## src/rtl/fp_op_sequencer.sv

```systemverilog
// Issue/retire wrapper around the mul_div FP unit: one operation in flight,
// fixed-latency result capture, and sticky IEEE exception status.
module fp_op_sequencer #(
   parameter int WIDTH   = 32,
   parameter int LATENCY = 2
) (
   input  logic             clk,
   input  logic             arst,
   input  logic             req_valid,
   output logic             req_ready,
   input  logic [WIDTH-1:0] req_a,
   input  logic [WIDTH-1:0] req_b,
   input  logic             req_sel,
   output logic             md_en,
   output logic [WIDTH-1:0] md_a,
   output logic [WIDTH-1:0] md_b,
   output logic             md_sel,
   input  logic [WIDTH-1:0] md_R,
   input  logic [4:0]       md_flags,
   output logic             rsp_valid,
   input  logic             rsp_ready,
   output logic [WIDTH-1:0] rsp_R,
   output logic [4:0]       rsp_flags,
   output logic [4:0]       sticky_flags,
   input  logic             sticky_clr
);

   typedef enum logic [1:0] {IDLE, ISSUE, WAIT, HOLD} state_t;

   localparam logic [3:0] LAT4 = 4'(LATENCY);

   state_t           state_q, state_d;
   logic [3:0]       cnt_q, cnt_d;
   logic [WIDTH-1:0] a_q, a_d, b_q, b_d, r_q, r_d;
   logic             sel_q, sel_d, vld_q, vld_d;
   logic [4:0]       fl_q, fl_d, st_q, st_d;
   logic             capture;

   assign capture = (state_q == WAIT) && (cnt_q == LAT4);

   always_comb begin
      state_d = state_q;
      cnt_d   = cnt_q;
      a_d     = a_q;
      b_d     = b_q;
      sel_d   = sel_q;
      r_d     = r_q;
      fl_d    = fl_q;
      vld_d   = vld_q;
      case (state_q)
         IDLE: if (req_valid) begin
            a_d     = req_a;
            b_d     = req_b;
            sel_d   = req_sel;
            state_d = ISSUE;
         end
         ISSUE: begin
            cnt_d   = 4'd1;
            state_d = WAIT;
         end
         WAIT: begin
            if (capture) begin
               r_d     = md_R;
               fl_d    = md_flags;
               vld_d   = 1'b1;
               state_d = HOLD;
            end else begin
               cnt_d = cnt_q + 4'd1;
            end
         end
         HOLD: if (rsp_ready) begin
            vld_d   = 1'b0;
            state_d = IDLE;
         end
         default: state_d = IDLE;
      endcase
   end

   // Clear applies before the capture OR so a same-edge clear keeps the new flags.
   always_comb begin
      st_d = st_q;
      if (sticky_clr) st_d = '0;
      if (capture)    st_d = st_d | md_flags;
   end

   always_ff @(posedge clk or posedge arst) begin
      if (arst) begin
         state_q <= IDLE;
         cnt_q   <= '0;
         a_q     <= '0;
         b_q     <= '0;
         sel_q   <= 1'b0;
         r_q     <= '0;
         fl_q    <= '0;
         vld_q   <= 1'b0;
         st_q    <= '0;
      end else begin
         state_q <= state_d;
         cnt_q   <= cnt_d;
         a_q     <= a_d;
         b_q     <= b_d;
         sel_q   <= sel_d;
         r_q     <= r_d;
         fl_q    <= fl_d;
         vld_q   <= vld_d;
         st_q    <= st_d;
      end
   end

   assign req_ready    = (state_q == IDLE);
   assign md_en        = (state_q == ISSUE);
   assign md_a         = a_q;
   assign md_b         = b_q;
   assign md_sel       = sel_q;
   assign rsp_valid    = vld_q;
   assign rsp_R        = r_q;
   assign rsp_flags    = fl_q;
   assign sticky_flags = st_q;

endmodule

```

## config.mk

```make
export PLATFORM = sky130hd
export DESIGN_NAME = fp_op_sequencer
export DESIGN_NICKNAME = d
export VERILOG_FILES = /design/src/rtl/fp_op_sequencer.sv
export SDC_FILE = /design/constraint.sdc
export NUM_CORES = 1
export LEC_CHECK = 0
export CORE_MARGIN = 2
export CORE_UTILIZATION = 40
export CTS_CLUSTER_DIAMETER = 50
export DETAILED_ROUTE_END_ITERATION = 7
export PLACE_DENSITY = 0.78
export SLEW_MARGIN = 0
export SYNTH_ARGS = -nofsm -noshare
export SYNTH_HDL_FRONTEND = slang
export SYNTH_SLANG_ARGS = --single-unit
```

## constraint.sdc

```tcl
create_clock -name clk -period 5 [get_ports clk]
set_input_delay 0.75 -clock clk [delete_from_list [all_inputs] [get_ports clk]]
set_output_delay 0.75 -clock clk [all_outputs]
set_load 0.005 [all_outputs]
```

After elaboration in Yosys (flattened, before gate mapping)
Index checks and enable logic that the tools add are counted.
{"block": "classes", "addsub": 1, "n_reduce_logical": 9, "mux": 11, "n_eq_ne": 8, "n_bitwise": 1}
{"cell": "$mux W5", "n": 2}
{"cell": "$ne A2 B2 Y1 const B", "n": 4}
{"cell": "$pmux W2 S4", "n": 1}
{"cell": "$pmux W4 S2", "n": 1}
{"cell": "$mux W2", "n": 3}
{"cell": "$reduce_and A2 Y1", "n": 3}
{"cell": "$reduce_and A3 Y1", "n": 2}
{"cell": "$or A5 B5 Y5", "n": 1}
{"cell": "$add A4 B1 Y4 const B", "n": 1}
{"cell": "$eq A2 B2 Y1 const B", "n": 2}
{"cell": "$eq A4 B2 Y1 const B", "n": 1}
{"cell": "$mux W4", "n": 1}
{"cell": "$reduce_bool A2 Y1", "n": 2}
{"cell": "$eq A2 B1 Y1 const B", "n": 1}
{"cell": "$logic_not A2 Y1", "n": 1}
{"cell": "$mux W1", "n": 2}
{"cell": "$pmux W1 S2", "n": 1}
{"cell": "$logic_and A1 B1 Y1", "n": 1}
{"block": "totals", "register_bits": 114, "out_inout_bits": 110, "input_bits": 107, "word_cells": 39}

Logic depth before layout (Yosys ltp)
Gate-level depths: netlist (run 1).
{"block": "logic_depth", "word_depth": 4, "depth_mapped": 7, "depth_no_buf": 5}

Least setup slack after synthesis (run 1)
No wires, ideal clock.
{"block": "synth_timing", "kind": "reg2reg", "startpoint": "reg cnt_q[0]", "endpoint": "reg state_q[1]", "synth_period_minus_slack_ns": 1.696, "t_required_ns": 4.875, "path_slack_ns": 3.304, "path_buffers": 0, "arrival_time_ns": 1.571, "path_stages_with_launch": 6, "setup_ns": 0.125, "cell_sequence": "dfrtp_1 > inv_1 > ha_1 > or3b_4 > a221oi_4 > mux2_4"}
{"block": "synth_via", "elab_chain_len": 4}
{"element": "start, declared", "line_no": "33", "rtl": "logic [3:0] cnt_q, cnt_d;"}
{"element": "start signal, assigned", "line_no": "99", "rtl": "cnt_q <= cnt_d;"}
{"element": "$eq A4 B2 Y1", "line_no": "39", "rtl": "assign capture = (state_q == WAIT) && (cnt_q == LAT4);"}
{"element": "$logic_and A1 B1 Y1", "line_no": "39"}
{"element": "$ne A2 B2 Y1 (no source line)"}
{"element": "$reduce_and A3 Y1 (no source line)"}
{"element": "end signal, assigned", "line_no": "98", "rtl": "state_q <= state_d;"}
{"element": "end, declared", "line_no": "32", "rtl": "state_t state_q, state_d;"}
Every way passes these cells.
A chain may end at the register's enable or synchronous reset.

Worst setup path in the final report (run 1)
{"block": "layout_timing", "startpoint": "reg state_q[0]", "endpoint": "out req_ready"}
{"block": "layout_via", "elab_chain_len": 1}
{"element": "$logic_not A2 Y1", "line_no": "110", "rtl": "assign req_ready = (state_q == IDLE);"}
{"element": "end, declared", "line_no": "10", "rtl": "output logic req_ready,"}
Every way passes these cells.

==> impl_results.md, run 1 <==
* Port Buffer Count at ~220
* Maximum clock rate at 0.3821 GHz
* Mean area per synthesized cell at 15.53 µm²
* Number of max-slew violations in the final report at 0
* Clock edge transition at the registers on the reported setup and hold paths at 0.05 ns
* Number of nets in the finished design at 623
* Final cell area excluding filler cells at 7297 µm²
* Simple-gate portion of the synthesized area at 2.085%
* Clock insertion delay at the later pin of the skew report at 0.50 ns
* Worst setup EP type: output pin
* Most common flop cell mapped by yosys: sky130_fd_sc_hd__dfrtp_1
* Fraction of post-synthesis cell area in the top cell type by area at 64.24%
* Area after detailed placement at between 6000 and 7000 µm²
* Number of global-route vias before repair at approximately 3300
* Final hold viol count at 0
* Via density per instance at 4.738
* Final wirelength at 10.67 mm
* Die footprint at about 12000 µm²
* Post-CTS Hold Fix Bufs at 0
* Worst Hold Class: register to register
* Final routed wire length divided by cell count at 16.13 µm
* Fin Setup TNS at 0 ns
* Startpoint type of the worst setup path: register
* Count of max-cap constraint violations at 0
* Post-route fraction of the period consumed by the critical path at between 50% and 60%
* Routability congestion estimate at 0.7332
* Clk_skew at about 0.0076 ns
* Gates resized, CTS repair at 0
* Number of setup violations in the final report at 0
* Sum of overflow across all layers after global routing at 0
* Ranking of synthesized cells by area: sky130_fd_sc_hd__dfrtp_1 64%, sky130_fd_sc_hd__mux2_2 24%, sky130_fd_sc_hd__ha_1 1.7%
* Ys Warns at 0
* Initial cell density of the core at 40.96%
* Biggest fanout along the worst timing path at 4
* Overall track demand over capacity in global routing at 18.42%
* Count of antenna diodes in the layout at 0
* Routed vias at between 3000 and 4000
* Total I/O pin count at 217
* Filler cells at about 800
* Number of buffers inserted during clock tree synthesis at 17
* Share of flip-flops with an asynchronous set or reset after synthesis at 100.0%
* CTS H-Tree Depth at 4
* Overall Power at 4.636 mW
* Combined area of the multi-input logic cells at 1441 µm²
* Die Width at ~110 µm
* Crit Reg-Reg Endpoint: md_b[6]
* Min-delay src: md_b[11]
* Chip height at roughly 110 µm
* CTS tree: yes
* Worst ir drop on vdd at 355.6 µV
* Area of all sequential standard cells at 2853 µm²
* Register-to-Register Path Depth at 5
* Number of distinct library cell variants in the gate-level netlist after synthesis at 22
* Cell area power density at 635.4 nW/µm²
* Worst endpoint data arrival time at 1.87 ns
* Wire length of the first global-routing pass at 16.45 mm
* Share of synthesized cell area in full adder, half adder and majority cells at 1.691%
* Worst reg2reg path startpoint: state_q[0]
* Leakage power figure at 3.114 nW
* Cells after synthesis at roughly 290
* Register-to-register path setup slack at around 2.5 ns
* Proportion of synthesized chip area in sequential cells at between 60% and 70%
* Clock Root Buffer: sky130_fd_sc_hd__clkbuf_8
* Pin count of the biggest net entering global routing at 84
* Utilization after layout at 67.31%
* Std cell rows at 38
* Number of instances on the worst hold path at 1
* Nets in the synthesized netlist at 399
* Residual DRC at 0
* Result of the run: complete, no violations
* Top cells by count, synth: 114 x sky130_fd_sc_hd__dfrtp_1, 95 x sky130_fd_sc_hd__mux2_2, 16 x sky130_fd_sc_hd__inv_1
* XOR/XNOR Fraction of Synth Area at 0%
* Syn Std Cell Area at 4441 µm²
* Required arrival time at the worst endpoint at 4.25 ns
* RSZ-0062 raised after global routing: false
* Number of buffers inserted to repair setup after CTS at 0
* Relative area change from synthesis to final layout at 64.33%
* Number of clock sinks seen by CTS at approximately 110
* Proportion of layout cells with a drive suffix above 1 at 25.72%
* Final critical delay including setup and external delays at 2.617 ns
* Type of the setup path with the least slack: register to output pin
* Initial antenna violation count at 0
* Slew headroom at 22.02%
* Sum of net half-perimeters after detailed placement at 7.778 mm
* Drt pass-1 iters at 4
* Largest family of logic cells by synthesized area: multiplexers
* Library cell occupying the most area in the post-synthesis netlist: sky130_fd_sc_hd__dfrtp_1
* Hold slack at between 0.4 and 0.5 ns
* Sink of the worst hold path: md_b[11]
* Compound-gate portion of the synthesized area at approximately 2.8%
* Placeable core region at 10840 µm²
* Number of synthesized flops with an enable pin at 0
* Number of design-rule violations left by the first detailed-router iteration at 80
* Top-count cell post-synth: sky130_fd_sc_hd__dfrtp_1
* Number of nets with antenna violations after routing at 0
* Register bit total from synthesis at 114
* Number of buffers on the longest clock path at 2
* Mux cell area share after synthesis at approximately 26%
* Pin slew with the least headroom to its limit at 1.166 ns
==> placed cells by master (no fill, tap or decap) <==
master,count
sky130_fd_sc_hd__clkbuf_8,8
sky130_fd_sc_hd__o32a_2,1
sky130_fd_sc_hd__inv_1,15
sky130_fd_sc_hd__clkbuf_16,16
sky130_fd_sc_hd__nand3_1,2
sky130_fd_sc_hd__or3b_4,1
sky130_fd_sc_hd__buf_4,2
sky130_fd_sc_hd__mux2_2,95
sky130_fd_sc_hd__clkinv_2,2
sky130_fd_sc_hd__nor2b_1,3
sky130_fd_sc_hd__and4bb_2,1
sky130_fd_sc_hd__nand2_1,6
sky130_fd_sc_hd__bufinv_16,2
sky130_fd_sc_hd__nand2_2,1
sky130_fd_sc_hd__nor2_1,2
sky130_fd_sc_hd__nand4_1,1
sky130_fd_sc_hd__o21ai_0,13
sky130_fd_sc_hd__a31oi_1,1
sky130_fd_sc_hd__a221oi_4,1
sky130_fd_sc_hd__o21a_1,1
sky130_fd_sc_hd__clkbuf_1,2
sky130_fd_sc_hd__inv_4,1
sky130_fd_sc_hd__ha_1,6
sky130_fd_sc_hd__a21oi_1,2
sky130_fd_sc_hd__clkdlybuf4s50_1,216
sky130_fd_sc_hd__mux2_4,3
sky130_fd_sc_hd__dfrtp_1,114
sky130_fd_sc_hd__mux2i_1,3
==> worst max path at each step <==
stage               startpoint         to  slack (ns)  cells past startpoint
CTS                 state_q[0]  req_ready        2.35                      3
finish              state_q[0]  req_ready        2.38                      3
detailed placement   req_valid    md_b[6]        2.01                      4
global placement     req_valid    md_a[2]        2.11                      4
floorplan                 arst   cnt_q[0]        1.23                      1
global route        state_q[1]   md_a[31]        2.20                      5
==> logic make-up (layout without fill, tap and decap cells) <==
| kind of cell | after synthesis | after routing |
|---|---|---|
| compound gates | 19 | 19 |
| flops | 114 | 114 |
| buf+inv | 29 | 264 |
| fa+ha+maj | 6 | 6 |
| mux | 101 | 101 |
| simple gates | 17 | 17 |
==> sequential cells by signal (all words and copies together) (netlist names) <==
register / flops
cnt_q: 4
sticky_flags: 5
rsp_flags: 5
md_sel: 1
rsp_valid: 1
state_q: 2
md_a: 32
md_b: 32
rsp_R: 32
==> report_power, final <==
group | leakage (nW) | switching, mW | internal [mW] | total [mW]
clock network | 0.293 | 0.379 | 0.794 | 1.17
registers | 1.37 | 0.240 | 1.38 | 1.62
logic | 1.45 | 0.567 | 1.28 | 1.84
==> per-layer routing <==
layer | GRT usage (%) | vias to the layer above | part of all wire (%) | routed length, µm
met3 | 6.402 | 25 | 8.2 | 875
met1 | 20.40 | 1535 | 37 | 3950
li1 | - | 1436 | - | -
met2 | 31.61 | 136 | 52 | 5557
met5 | 0 | - | 0 | 0
met4 | 8.861 | 0 | 2.6 | 280
==> worst max-delay path, stage by stage, from the launching register on <==
cell and delay, ns:
sky130_fd_sc_hd__dfrtp_1 0.41, sky130_fd_sc_hd__inv_1 0.09, sky130_fd_sc_hd__ha_1 0.29, sky130_fd_sc_hd__clkdlybuf4s50_1 0.58
==> cell type report <==
class                   count  area share, %
clock buffers              26          7.099
clock inverters             4         0.9602
inverters                  16         0.8573
multi-input cells         143          19.75
flip-flops and latches    114          39.09
well taps                 140          2.401
repair buffers            218          29.84
==> per-stage QoR <==
| step | setup slack, ns | cells |
|---|---|---|
| after detailed placement | 2.013 | 631 |
| after floorplan | 1.234 | 286 |
| after global placement | 2.112 | 631 |
| after global routing | 2.202 | 661 |
| after CTS | 2.354 | 661 |
| final | 2.383 | 661 |
Power figures use the tool's default switching activity.
==> inputs of run 2 (changes only) <==
Clock period 5 ns to 2.63 ns, I/O delays scaled along.
==> impl_results.md, run 2 (synthesis results as in run 1) <==
* Startpoint type of the worst setup path: register
* Number of buffers inserted to repair setup after CTS at 0 (unchanged)
* Overall track demand over capacity in global routing at 18.24% (-0.19 points)
* Number of design-rule violations left by the first detailed-router iteration at 89 (+11%)
* CTS tree: yes
* Number of buffers inserted during clock tree synthesis at 17 (unchanged)
* Worst endpoint data arrival time at 1.85 ns (-0.02 ns)
* Port Buffer Count at 216 (unchanged)
* Required arrival time at the worst endpoint at 2.24 ns (-2.01 ns)
* Die Width at 109.4 µm (unchanged)
* Proportion of layout cells with a drive suffix above 1 at 25.91% (+0.19 points)
* Worst Hold Class: primary input to async pin
* Cell area power density at 1184 nW/µm² (+86%)
* Count of max-cap constraint violations at 0 (unchanged)
* Number of nets in the finished design at 625 (+0.32%)
* Pin count of the biggest net entering global routing at 81 (-3.6%)
* Initial cell density of the core at 40.96% (unchanged)
* Placeable core region at 10840 µm² (unchanged)
* Residual DRC at 0 (unchanged)
* RSZ-0062 raised after global routing: false
* Final routed wire length divided by cell count at 16.36 µm (+1.4%)
* Result of the run: complete, no violations
* Sum of net half-perimeters after detailed placement at 7.904 mm (+1.6%)
* Switch share at 26.08% (+0.48 points)
* Drt pass-1 iters at 4 (unchanged)
* Slew headroom at 70.87% (+49 points)
* Area after detailed placement at 6763 µm² (+0.80%)
* Via density per instance at 4.731 (-0.16%)
* Pin slew with the least headroom to its limit at 0.4369 ns (-0.7287 ns)
* Clock edge transition at the registers on the reported setup and hold paths at 0.05 ns (about the same)
* Sum of overflow across all layers after global routing at 0 (unchanged)
* Number of clock sinks seen by CTS at 114 (unchanged)
* Clock Root Buffer: sky130_fd_sc_hd__clkbuf_8
* Maximum clock rate at ~0.45 GHz
* Final critical delay including setup and external delays at 2.243 ns
* Post-CTS Hold Fix Bufs at 0 (unchanged)
* Final hold viol count at 0 (unchanged)
* Leakage power figure at 3.105 nW (-0.31%)
* Clock network fraction of design power at 23.4% (-1.9 points)
* Clock insertion delay at the later pin of the skew report at 0.49 ns (about the same)
* Number of nets with antenna violations after routing at 0 (unchanged)
* Number of global-route vias before repair at 3343 (+1.7%)
* Worst ir drop on vdd at 561.6 µV (+58%)
* Comb pwr share at 40.8% (+1.1 points)
* Number of setup violations in the final report at 0 (unchanged)
* Final cell area excluding filler cells at 7293 µm² (about the same)
* Count of antenna diodes in the layout at 0 (unchanged)
* Internal Dissipation at 6.385 mW (+85%)
* Post-route fraction of the period consumed by the critical path at 85.28%
* Sequential Power Share at 35.8% (+0.8 points)
* Wire length of the first global-routing pass at 16.37 mm (-0.46%)
* Std cell rows at 38 (unchanged)
* Fin Setup TNS at 0 ns (unchanged)
* CTS H-Tree Depth at 4 (unchanged)
* Number of buffers on the longest clock path at 2 (unchanged)
* Relative area change from synthesis to final layout at 64.24% (about the same)
* Routability congestion estimate at 0.7498 (+2.3%)
* Commonest non-fill, non-tap cells in the layout: 216 x sky130_fd_sc_hd__clkdlybuf4s50_1, 114 x sky130_fd_sc_hd__dfrtp_1, 95 x sky130_fd_sc_hd__mux2_2
* Chip height at 109.4 µm (unchanged)
* Routed vias at 3127 (-0.16%)
* Die footprint at 11960 µm² (unchanged)
* Clk_skew at 0.009043 ns (+0.001424 ns)
* Reported net switching power at 2.253 mW (+90%)
* Final wirelength at 10.82 mm (+1.4%)
* Most frequent standard cell in the layout excluding fill and tap cells: sky130_fd_sc_hd__clkdlybuf4s50_1
* Biggest fanout along the worst timing path at 4 (unchanged)
* Type of the setup path with the least slack: register to output pin
* Number of max-slew violations in the final report at 0 (unchanged)
* Filler cells at 803 (unchanged)
* Total I/O pin count at 217 (unchanged)
* Worst setup EP type: output pin
* Gates resized, CTS repair at 0 (unchanged)
* Initial antenna violation count at 0 (unchanged)
==> run 2: changes by cell type in the layout (fill, tap and decap cells not counted) <==
cell	change
sky130_fd_sc_hd__buf_12	+3
sky130_fd_sc_hd__buf_4	-1
sky130_fd_sc_hd__bufinv_16	-1
sky130_fd_sc_hd__clkbuf_1	-1
sky130_fd_sc_hd__clkbuf_8	-3
sky130_fd_sc_hd__clkinv_2	+2
sky130_fd_sc_hd__clkinvlp_4	+2
sky130_fd_sc_hd__inv_4	-1
==> run 2: worst paths after layout <==
check | start | end | slack (ns) | cells after the start
worst max-delay path | state_q[0] | req_ready | 0.39 | 3
worst min-delay path | arst | md_a[30] | 0.37 | 3
worst max register to register | state_q[0] | rsp_R[24] | 0.61 | 5
worst min register to register | md_b[31] | md_b[31] | 0.50 | 1
max in group asynchronous | arst | md_b[26] | 1.90 | 3
min in group clk | md_flags[1] | rsp_flags[1] | 0.49 | 3
==> run 2: routing by layer <==
metal,GRT usage (%),part of all wire [%],up-vias
met1,20.30,38,1545
met4,8.137,1.8,0
met2,31.48,52,131
met5,0,0,-
met3,6.343,8.1,17
li1,-,-,1434
==> run 2: final cells by class <==
cell class | instances | area (µm²) | area share, %
inverters | 16 | 63.81 | 0.8749
multi-input cells | 143 | 1441 | 19.76
well taps | 140 | 175.2 | 2.402
clock inverters | 6 | 57.56 | 0.7892
repair buffers | 220 | 2230 | 30.57
clock buffers | 22 | 473.0 | 6.485
flip-flops and latches | 114 | 2853 | 39.11
==> run 2: stage by stage <==
stage | util (%) | total power [mW] | instances | hold slack, ns | setup WS (ns)
CTS | 67.28 | 8.763 | 661 | 0.3862 | 0.3531
detailed placement | 62.38 | 6.692 | 633 | 0.4935 | 0.6160
global placement | 62.38 | 6.538 | 633 | 0.4850 | 0.7184
floorplan | - | 4.510 | 286 | 0.4660 | 0.8501
global route | 67.28 | 9.179 | 661 | 0.4221 | 0.2693
finish | 67.28 | 8.638 | 661 | 0.3655 | 0.3872
==> run 2: power by group through the flow <==
stage,Combinational [mW],Sequential (mW),Clock (mW)
after floorplan,1.38,3.13,0
after global placement,3.47,3.07,0
after detailed placement,3.57,3.12,0
after CTS,3.59,3.11,2.07
after global routing,3.81,3.21,2.16
final,3.53,3.09,2.02
==> run 2: critical path, stage by stage, from the launching register on <==
cell and delay (ns):
sky130_fd_sc_hd__dfrtp_1 0.41, sky130_fd_sc_hd__inv_1 0.10, sky130_fd_sc_hd__ha_1 0.28, sky130_fd_sc_hd__clkdlybuf4s50_1 0.57
